<file path="src/rtl/soc_trace_termination_monitor.sv">
// soc_trace_termination_monitor: per-core trace shadow, exit-code capture and global completion flag.
// Optional watchdog compiled in with SOC_TRACE_WATCHDOG_EN.
module soc_trace_termination_monitor #(
  parameter int          NUM_CORES = 4,
  parameter int          XLEN      = 32,
  parameter int          CNT_W     = 32,
  parameter int          REG_IDX   = 3,
  parameter logic [31:0] TERM_INSN = 32'h00100013,
  parameter int          TIMEOUT   = 1000000
) (
  input  logic                                         clk,
  input  logic                                         rst_n,
  input  logic [NUM_CORES-1:0]                         trace_valid,
  input  logic [NUM_CORES*XLEN-1:0]                    trace_pc,
  input  logic [NUM_CORES*32-1:0]                      trace_insn,
  input  logic [NUM_CORES-1:0]                         trace_wben,
  input  logic [NUM_CORES*5-1:0]                       trace_wbreg,
  input  logic [NUM_CORES*XLEN-1:0]                    trace_wbdata,
  input  logic [(NUM_CORES>1?$clog2(NUM_CORES):1)-1:0] query_sel,
  output logic [NUM_CORES-1:0]                         terminated,
  output logic                                         all_terminated,
  output logic                                         done_pulse,
  output logic                                         timeout,
  output logic [XLEN-1:0]                              query_exit_code,
  output logic [CNT_W-1:0]                             query_retired,
  output logic [XLEN-1:0]                              query_last_pc
);
  logic [XLEN-1:0]  exit_arr    [NUM_CORES];
  logic [XLEN-1:0]  last_pc_arr [NUM_CORES];
  logic [CNT_W-1:0] retired_arr [NUM_CORES];
  for (genvar i = 0; i < NUM_CORES; i++) begin : g_core
    logic             acc, wr, term;
    logic [XLEN-1:0]  shadow, exit_code, last_pc, nxt_shadow;
    logic [CNT_W-1:0] retired;
    assign acc = trace_valid[i] && !term;
    assign wr = trace_wben[i] && trace_wbreg[i*5 +: 5] == 5'(REG_IDX);
    // same-beat write-back is bypassed so the marker captures the fresh value
    assign nxt_shadow = wr ? trace_wbdata[i*XLEN +: XLEN] : shadow;
    always_ff @(posedge clk or negedge rst_n)
      if (!rst_n) begin
        term      <= 1'b0;
        shadow    <= '0;
        exit_code <= '0;
        last_pc   <= '0;
        retired   <= '0;
      end else if (acc) begin
        retired <= &retired ? retired : retired + 1'b1;
        last_pc <= trace_pc[i*XLEN +: XLEN];
        shadow  <= nxt_shadow;
        if (trace_insn[i*32 +: 32] == TERM_INSN) begin
          term      <= 1'b1;
          exit_code <= nxt_shadow;
        end
      end
    assign terminated[i]  = term;
    assign exit_arr[i]    = exit_code;
    assign last_pc_arr[i] = last_pc;
    assign retired_arr[i] = retired;
  end
  logic sel_ok;
  assign sel_ok          = 32'(query_sel) < NUM_CORES;
  assign query_exit_code = sel_ok ? exit_arr[query_sel] : '0;
  assign query_retired   = sel_ok ? retired_arr[query_sel] : '0;
  assign query_last_pc   = sel_ok ? last_pc_arr[query_sel] : '0;
  always_ff @(posedge clk or negedge rst_n)
    if (!rst_n) begin
      all_terminated <= 1'b0;
      done_pulse     <= 1'b0;
    end else begin
      all_terminated <= &terminated;
      done_pulse     <= &terminated && !all_terminated;
    end
`ifdef SOC_TRACE_WATCHDOG_EN
  localparam int TW = $clog2(TIMEOUT + 1);
  logic [TW-1:0] wd;
  always_ff @(posedge clk or negedge rst_n)
    if (!rst_n) begin
      wd      <= '0;
      timeout <= 1'b0;
    end else if (!all_terminated) begin
      if (|(trace_valid & ~terminated)) wd <= '0;
      else if (wd != TW'(TIMEOUT)) begin
        wd <= wd + 1'b1;
        if (wd == TW'(TIMEOUT - 1)) timeout <= 1'b1;
      end
    end
`else
  assign timeout = 1'b0;
`endif
endmodule

</file>
<file path="config.mk">
export PLATFORM = sky130hd
export DESIGN_NAME = soc_trace_termination_monitor
export DESIGN_NICKNAME = d
export VERILOG_FILES = /design/src/rtl/soc_trace_termination_monitor.sv
export SDC_FILE = /design/constraint.sdc
export NUM_CORES = 1
export LEC_CHECK = 0
export ABC_AREA = 1
export BUFFER_PORTS_ARGS = -buffer_cell sky130_fd_sc_hd__buf_2
export CORE_MARGIN = 2
export CORE_UTILIZATION = 52
export DETAILED_ROUTE_END_ITERATION = 6
export MAX_ROUTING_LAYER = met4
export PLACE_DENSITY = 0.75
export SKIP_LAST_GASP = 1
export SYNTH_ARGS = -nofsm -noshare
export SYNTH_HDL_FRONTEND = slang
export SYNTH_SLANG_ARGS = --single-unit
</file>
<file path="constraint.sdc">
create_clock -name clk -period 2.8 [get_ports clk]
set_input_delay 0.56 -clock clk [delete_from_list [all_inputs] [get_ports clk]]
set_output_delay 0.56 -clock clk [all_outputs]
set_load 0.02 [all_outputs]
</file>
==> results of run 1 <==
[through the flow]
step / total power, W / worst slack (ns) / cells
3_3_place_gp: 0.00897 / 0.430 / 5067
2_1_floorplan: 0.00823 / 0.568 / 3991
4_1_cts: 0.0167 / 0.336 / 5169
5_1_grt: 0.0171 / 0.166 / 5181
3_5_place_dp: 0.00898 / 0.413 / 5067
6_report: 0.0166 / 0.311 / 5181
[where the power goes]
group	switching [W]	internal, W	total (W)
logic	0.000811	0.000482	0.00129
registers	0.0000270	0.00753	0.00756
clock network	0.00329	0.00446	0.00775
[kinds of logic after synthesis]
kind of cell / share of synthesized area [%]
buffers and inverters: 5.00
flip-flops: 46.3
other: 0.0134
AND/OR/NAND/NOR: 35.7
AO/OA/AOI/OAI: 11.4
XOR/XNOR: 1.47
adder cells (fa/ha/maj): 0.179
[layout by cell type, fill, tap and decap left out, types with 19 or more instances in the layout]
master,Yosys,final
o22ai_1,78,78
o21ai_0,322,322
a31oi_1,128,128
dfrtp_1,518,518
nor2_1,571,564
buf_4,13,64
nand2_1,1633,1632
xnor2_1,24,24
a21oi_1,55,55
inv_1,104,102
buf_2,40,515
clkbuf_16,0,56
xor2_1,23,23
nand3_1,220,220
nand3b_1,19,19
[sequential cells by signal, summed over array words and instances (netlist names)]
name and cells:
g_core.retired 128, g_core.last_pc 128, all_terminated 1, g_core.exit_code 128, g_core.shadow 128, done_pulse 1, g_core.term 4
[critical path, cell delays in order (launching register included)]
cell and delay, ns:
dfrtp_1 0.47, inv_1 0.17, o21ai_0 0.20, a21oi_1 0.07, a21oi_1 0.21, buf_2 0.21
[per-layer routing]
| layer | global-route usage (%) | vias up | share of wire, % |
|---|---|---|---|
| met1 | 46.1 | 13342 | 41 |
| met4 | 16.3 | 0 | 5.1 |
| met3 | 4.61 | 248 | 7.2 |
| met2 | 55.5 | 1270 | 47 |
| li1 | - | 13776 | - |
| met5 | - | - | 0 |
[layout make-up]
type	count	area [um^2]	area share, %
multi-input combinational	3144	13700	41.1
sequential	518	13000	38.9
timing repair buffer	597	3400	10.2
clock buffer	73	1590	4.76
tap	696	871	2.61
inverter	113	442	1.33
clock inverter	28	327	0.980
antenna	12	30.0	0.0901
[how the worst min path moves through the flow]
| stage | slack [ns] | startpoint | endpoint | cells after the start |
|---|---|---|---|---|
| floorplan | 0.26 | rst_n | all_terminated$_DFF_PN0_ | 0 |
| global placement | 0.45 | all_terminated$_DFF_PN0_ | done_pulse$_DFF_PN0_ | 1 |
| detailed placement | 0.45 | all_terminated$_DFF_PN0_ | done_pulse$_DFF_PN0_ | 1 |
| CTS | 0.09 | trace_pc[54] | g_core[1].last_pc[22]$_DFFE_PN0P_ | 3 |
| global route | 0.11 | trace_pc[83] | g_core[2].last_pc[19]$_DFFE_PN0P_ | 3 |
| finish | 0.11 | trace_pc[26] | g_core[0].last_pc[26]$_DFFE_PN0P_ | 3 |
==> run_results.csv, run 1 <==
group,metric,value,unit
detailed_routing,vias,28636,
yosys,synth_top_area_share,46.3,%
yosys,yosys-top-cells-area,"dfrtp_1, nand2_1, nor2_1",
sta,setup_violations,0,
yosys,synthFlopType,"dfrtp_1",
finish,drive_above_1_share,16.8,%
placed_design,dpl_cell_area,31400,um^2
sta,timing.final.crit_share,88.9,%
detailed_routing,wire_per_inst,18.7,um
cts,clockBufferDepth,3,
die,io_pins,519,
critical_path,endpoint,"query_retired[0]",
global_route,grtUsageTotal,35.4,%
placed_design,post-dp-hpwl,71400,um
yosys,synth-edff-count,0,
detailed_routing,dr.pass1.iters,7,
detailed_routing,drt-vias-per-instance,5.53,
die,row_count,85,
yosys,synth.most_common_cell,"nand2_1",
cts,numCtsBuffers,56,
sta,max_freq,402,MHz
finish,fin_util,62.3,%
yosys,yosysWarningCount,0,
yosys,ys_types,34,
detailed_routing,ant_nets,0,
pwr,vdd.ir_drop.worst,0.507,mV
sta,hold_ws,0.115,ns
cts,ctsHoldBuffers,1,
status,outcome,"complete, no violations",
die,coreArea,53500,um^2
finish,n_fill_cell,4981,
sta,slew_viol_final,0,
placed_design,gp_congestion,0.974,
sta,final_hold_viol_count,0,
die,die-area,55800,um^2
yosys,synthTopCellsByCount,"nand2_1, nor2_1, dfrtp_1, o21ai_0, nand3_1",
global_route,grt_first_pass_wirelength,149000,um
global_route,grt_pass1_vias,26566,
sta,tightest_slew,0.693,ns
yosys,seq_area_frac_synth,46.3,%
cts,root_buffer,"clkbuf_16",
sta,max_slew_margin,53.8,%
die,die_w,236,um
critical_path,rr_startpoint,"g_core[3].retired[1]$_DFFE_PN0P_",
critical_path,reg2reg_to,"g_core[3].retired[30]$_DFFE_PN0P_",
cts,htreeDepth,2,
placed_design,numPortBuffers,517,
cts,cts_tree,"done",
critical_path,crit_type,"register to output port",
detailed_routing,wl,97000,um
global_route,grt_max_degree,97,
yosys,syn_nets,4411,
critical_path,ff2ff_setup_slack,0.62,ns
critical_path,crit_path_start_kind,"register",
global_route,grt-ovfl-total,0,
critical_path,end_kind,"output port",
critical_path,crit_required,2.24,ns
finish,nets,4850,
yosys,syn_inst,3991,
yosys,ys_async_sr_fraction,100,%
yosys,yosys.area.top_type,"dfrtp_1",
sta,fin_setup_tns,0,ns
die,start_util,52.4,%
cts,cts_setup_buffers,0,
detailed_routing,drc,0,
yosys,ys_ff_latch,518,
sta,finalCriticalPeriod,2.49,ns
sta,rsz0062_at_grt,"no",
critical_path,crit_arrival,1.93,ns
finish,final_cell_area,33300,um^2
critical_path,reg2reg_depth,10,
hold_path,hold_class,"input pin to register",
yosys,synth_area,28000,um^2
sta,finClkSkew,0.0348,ns
cts,clock_latency,0.64,ns
finish,synthToLayoutAreaGrowth,18.9,%
critical_path,crit_fanout,7,
global_route,antenna_found_initial,12,
pwr,p_leak,17.2,nW
run,max_cap_violations,0,
cts,post_cts_resized,0,
pwr,power.density,498,nW/um^2
cts,cts_sinks,518,
die,dieHeight,236,um
critical_path,cp-startpoint,"g_core[1].retired[0]$_DFFE_PN0P_",
cts,clkSlewWorstSetupHoldPaths,0.06,ns
detailed_routing,detail_route.iter0.violations,2831,
yosys,avgSynthCellArea,7.02,um^2
Power figures use the tool's default switching activity.
==> inputs of run 2 (changes only) <==
--- a/config.mk
+++ b/config.mk
@@ -10,7 +10,6 @@
 export CORE_MARGIN = 2
 export CORE_UTILIZATION = 52
 export DETAILED_ROUTE_END_ITERATION = 6
-export MAX_ROUTING_LAYER = met4
 export PLACE_DENSITY = 0.75
 export SKIP_LAST_GASP = 1
 export SYNTH_ARGS = -nofsm -noshare
==> run_results.csv, run 2 (synthesis results as in run 1) <==
group,metric,value,unit
hold_path,hold_class,"input pin to register",
critical_path,crit_path_frequent_cell,"buf_2",
pwr,vdd.ir_drop.worst,0.511,mV
placed_design,gp_congestion,0.982,
cts,root_buffer,"clkbuf_16",
critical_path,crit_type,"input pin to output port",
cts,htreeDepth,2,
sta,finClkSkew,0.0265,ns
detailed_routing,drc,1,
critical_path,crit_arrival,1.87,ns
die,row_count,85,
detailed_routing,detail_route.iter0.violations,3008,
pwr,p_leak,17.2,nW
critical_path,crit_fanout,46,
die,start_util,52.4,%
cts,numCtsBuffers,56,
detailed_routing,vias,28615,
critical_path,end_kind,"output port",
cts,cts_tree,"done",
sta,setup_violations,0,
critical_path,max_stage_delay,0.46,ns
sta,tightest_slew,0.700,ns
finish,layout_common_cells,"nand2_1, nor2_1, dfrtp_1",
critical_path,ff2ff_setup_slack,0.53,ns
critical_path,cp.buffers_inverters,3,
critical_path,crit_family,"buffers and inverters",
cts,clkSlewWorstSetupHoldPaths,0.07,ns
finish,nets,4840,
status,outcome,"complete, but fails checks",
die,die_w,236,um
critical_path,reg2reg_to,"g_core[1].retired[7]$_DFFE_PN0P_",
placed_design,post-dp-hpwl,71500,um
global_route,grt_max_degree,111,
global_route,grt-ovfl-total,0,
sta,max_slew_margin,53.3,%
critical_path,reg2reg_depth,10,
global_route,antenna_found_initial,9,
sta,finalCriticalPeriod,2.43,ns
sta,fin_setup_tns,0,ns
cts,post_cts_resized,0,
detailed_routing,dr.pass1.iters,7,
pwr,finalPower,0.0168,W
finish,synthToLayoutAreaGrowth,18.8,%
global_route,grtUsageTotal,34.4,%
pwr,power.density,503,nW/um^2
sta,rsz0062_at_grt,"no",
detailed_routing,drt-vias-per-instance,5.54,
placed_design,numPortBuffers,517,
sta,max_freq,411,MHz
finish,drive_above_1_share,16.6,%
cts,ctsHoldBuffers,1,
critical_path,rr_startpoint,"g_core[1].retired[0]$_DFFE_PN0P_",
detailed_routing,wire_per_inst,18.8,um
global_route,grt_first_pass_wirelength,149000,um
detailed_routing,ant_nets,0,
critical_path,crit_path_start_kind,"input pin",
placed_design,dp_cells,5057,
critical_path,endpoint,"query_last_pc[0]",
global_route,grt_pass1_vias,26764,
critical_path,crit_required,2.24,ns
sta,timing.final.crit_share,86.8,%
sta,slew_viol_final,0,
cts,cts_sinks,518,
cts,clock_latency,0.63,ns
critical_path,crit_chain,"buf_2 -> buf_4 -> o21ai_0 -> o22ai_1 -> buf_2",
finish,layout_commonest_cell,"nand2_1",
cts,clockBufferDepth,3,
critical_path,slowest_stage,"buf_4",
die,dieHeight,236,um
die,die-area,55800,um^2
cts,cts_setup_buffers,0,
critical_path,path_depth,5,
die,io_pins,519,
finish,final_cell_count_no_fill,5169,
finish,n_fill_cell,4993,
detailed_routing,wl,97300,um
status,violations,"DRC",
critical_path,cp-startpoint,"query_sel[1]",
sta,final_hold_viol_count,0,
die,coreArea,53500,um^2
run,max_cap_violations,0,
run 2: cell count changes in the layout (fill, tap and decap cells not counted), sizes merged:
cell    delta
clkbuf     -4
bufinv     +3
buf       -10
inv        +2
diode      -3
run 2: metal layers:
metal | vias to the layer above | routed length, um | part of all wire, % | track usage, %
met3 | 268 | 7490 | 7.7 | 5.24
met2 | 1278 | 45600 | 47 | 56.1
li1 | 13759 | - | - | -
met4 | 2 | 5290 | 5.4 | 17.7
met5 | - | 10 | 0.010 | 0
met1 | 13308 | 38900 | 40 | 44.7
run 2: how the worst min path moves through the flow:
stage | from | endpoint | cells past startpoint
after floorplan | rst_n | all_terminated$_DFF_PN0_ | 0
after detailed placement | all_terminated$_DFF_PN0_ | done_pulse$_DFF_PN0_ | 1
after CTS | trace_pc[78] | g_core[2].last_pc[14]$_DFFE_PN0P_ | 3
after global placement | all_terminated$_DFF_PN0_ | done_pulse$_DFF_PN0_ | 1
after global routing | trace_pc[119] | g_core[3].last_pc[23]$_DFFE_PN0P_ | 3
final | trace_pc[95] | g_core[2].last_pc[31]$_DFFE_PN0P_ | 3
run 2: power by group:
| group | switching (W) | internal, W | total (W) |
|---|---|---|---|
| Sequential | 0.0000275 | 0.00753 | 0.00756 |
| Clock | 0.00328 | 0.00464 | 0.00792 |
| Combinational | 0.000805 | 0.000476 | 0.00128 |
run 2: cell type report:
type                            count  area [um^2]  area share [%]
Antenna cell                        9         22.5          0.0676
Inverter                          113          442            1.33
Tap cell                          696          871            2.62
Clock buffer                       69         1530            4.60
Multi-Input combinational cell   3144        13700            41.2
Timing Repair Buffer              587         3340            10.0
Clock inverter                     33          420            1.26
Sequential cell                   518        13000            38.9
run 2: tightest hold or removal path: stages:
cell	delay [ns]
buf_2	0.07
nand2_1	0.04
nand2_1	0.04
run 2: through the flow:
stage | setup WS (ns) | util [%] | area, um^2 | hold slack (ns)
floorplan | 0.568 | - | 28000 | 0.264
global placement | 0.379 | 58.5 | 31300 | 0.456
CTS | 0.354 | 62.2 | 33300 | 0.106
global route | 0.253 | 62.2 | 33300 | 0.122
finish | 0.369 | 62.2 | 33300 | 0.124
detailed placement | 0.363 | 58.5 | 31300 | 0.453
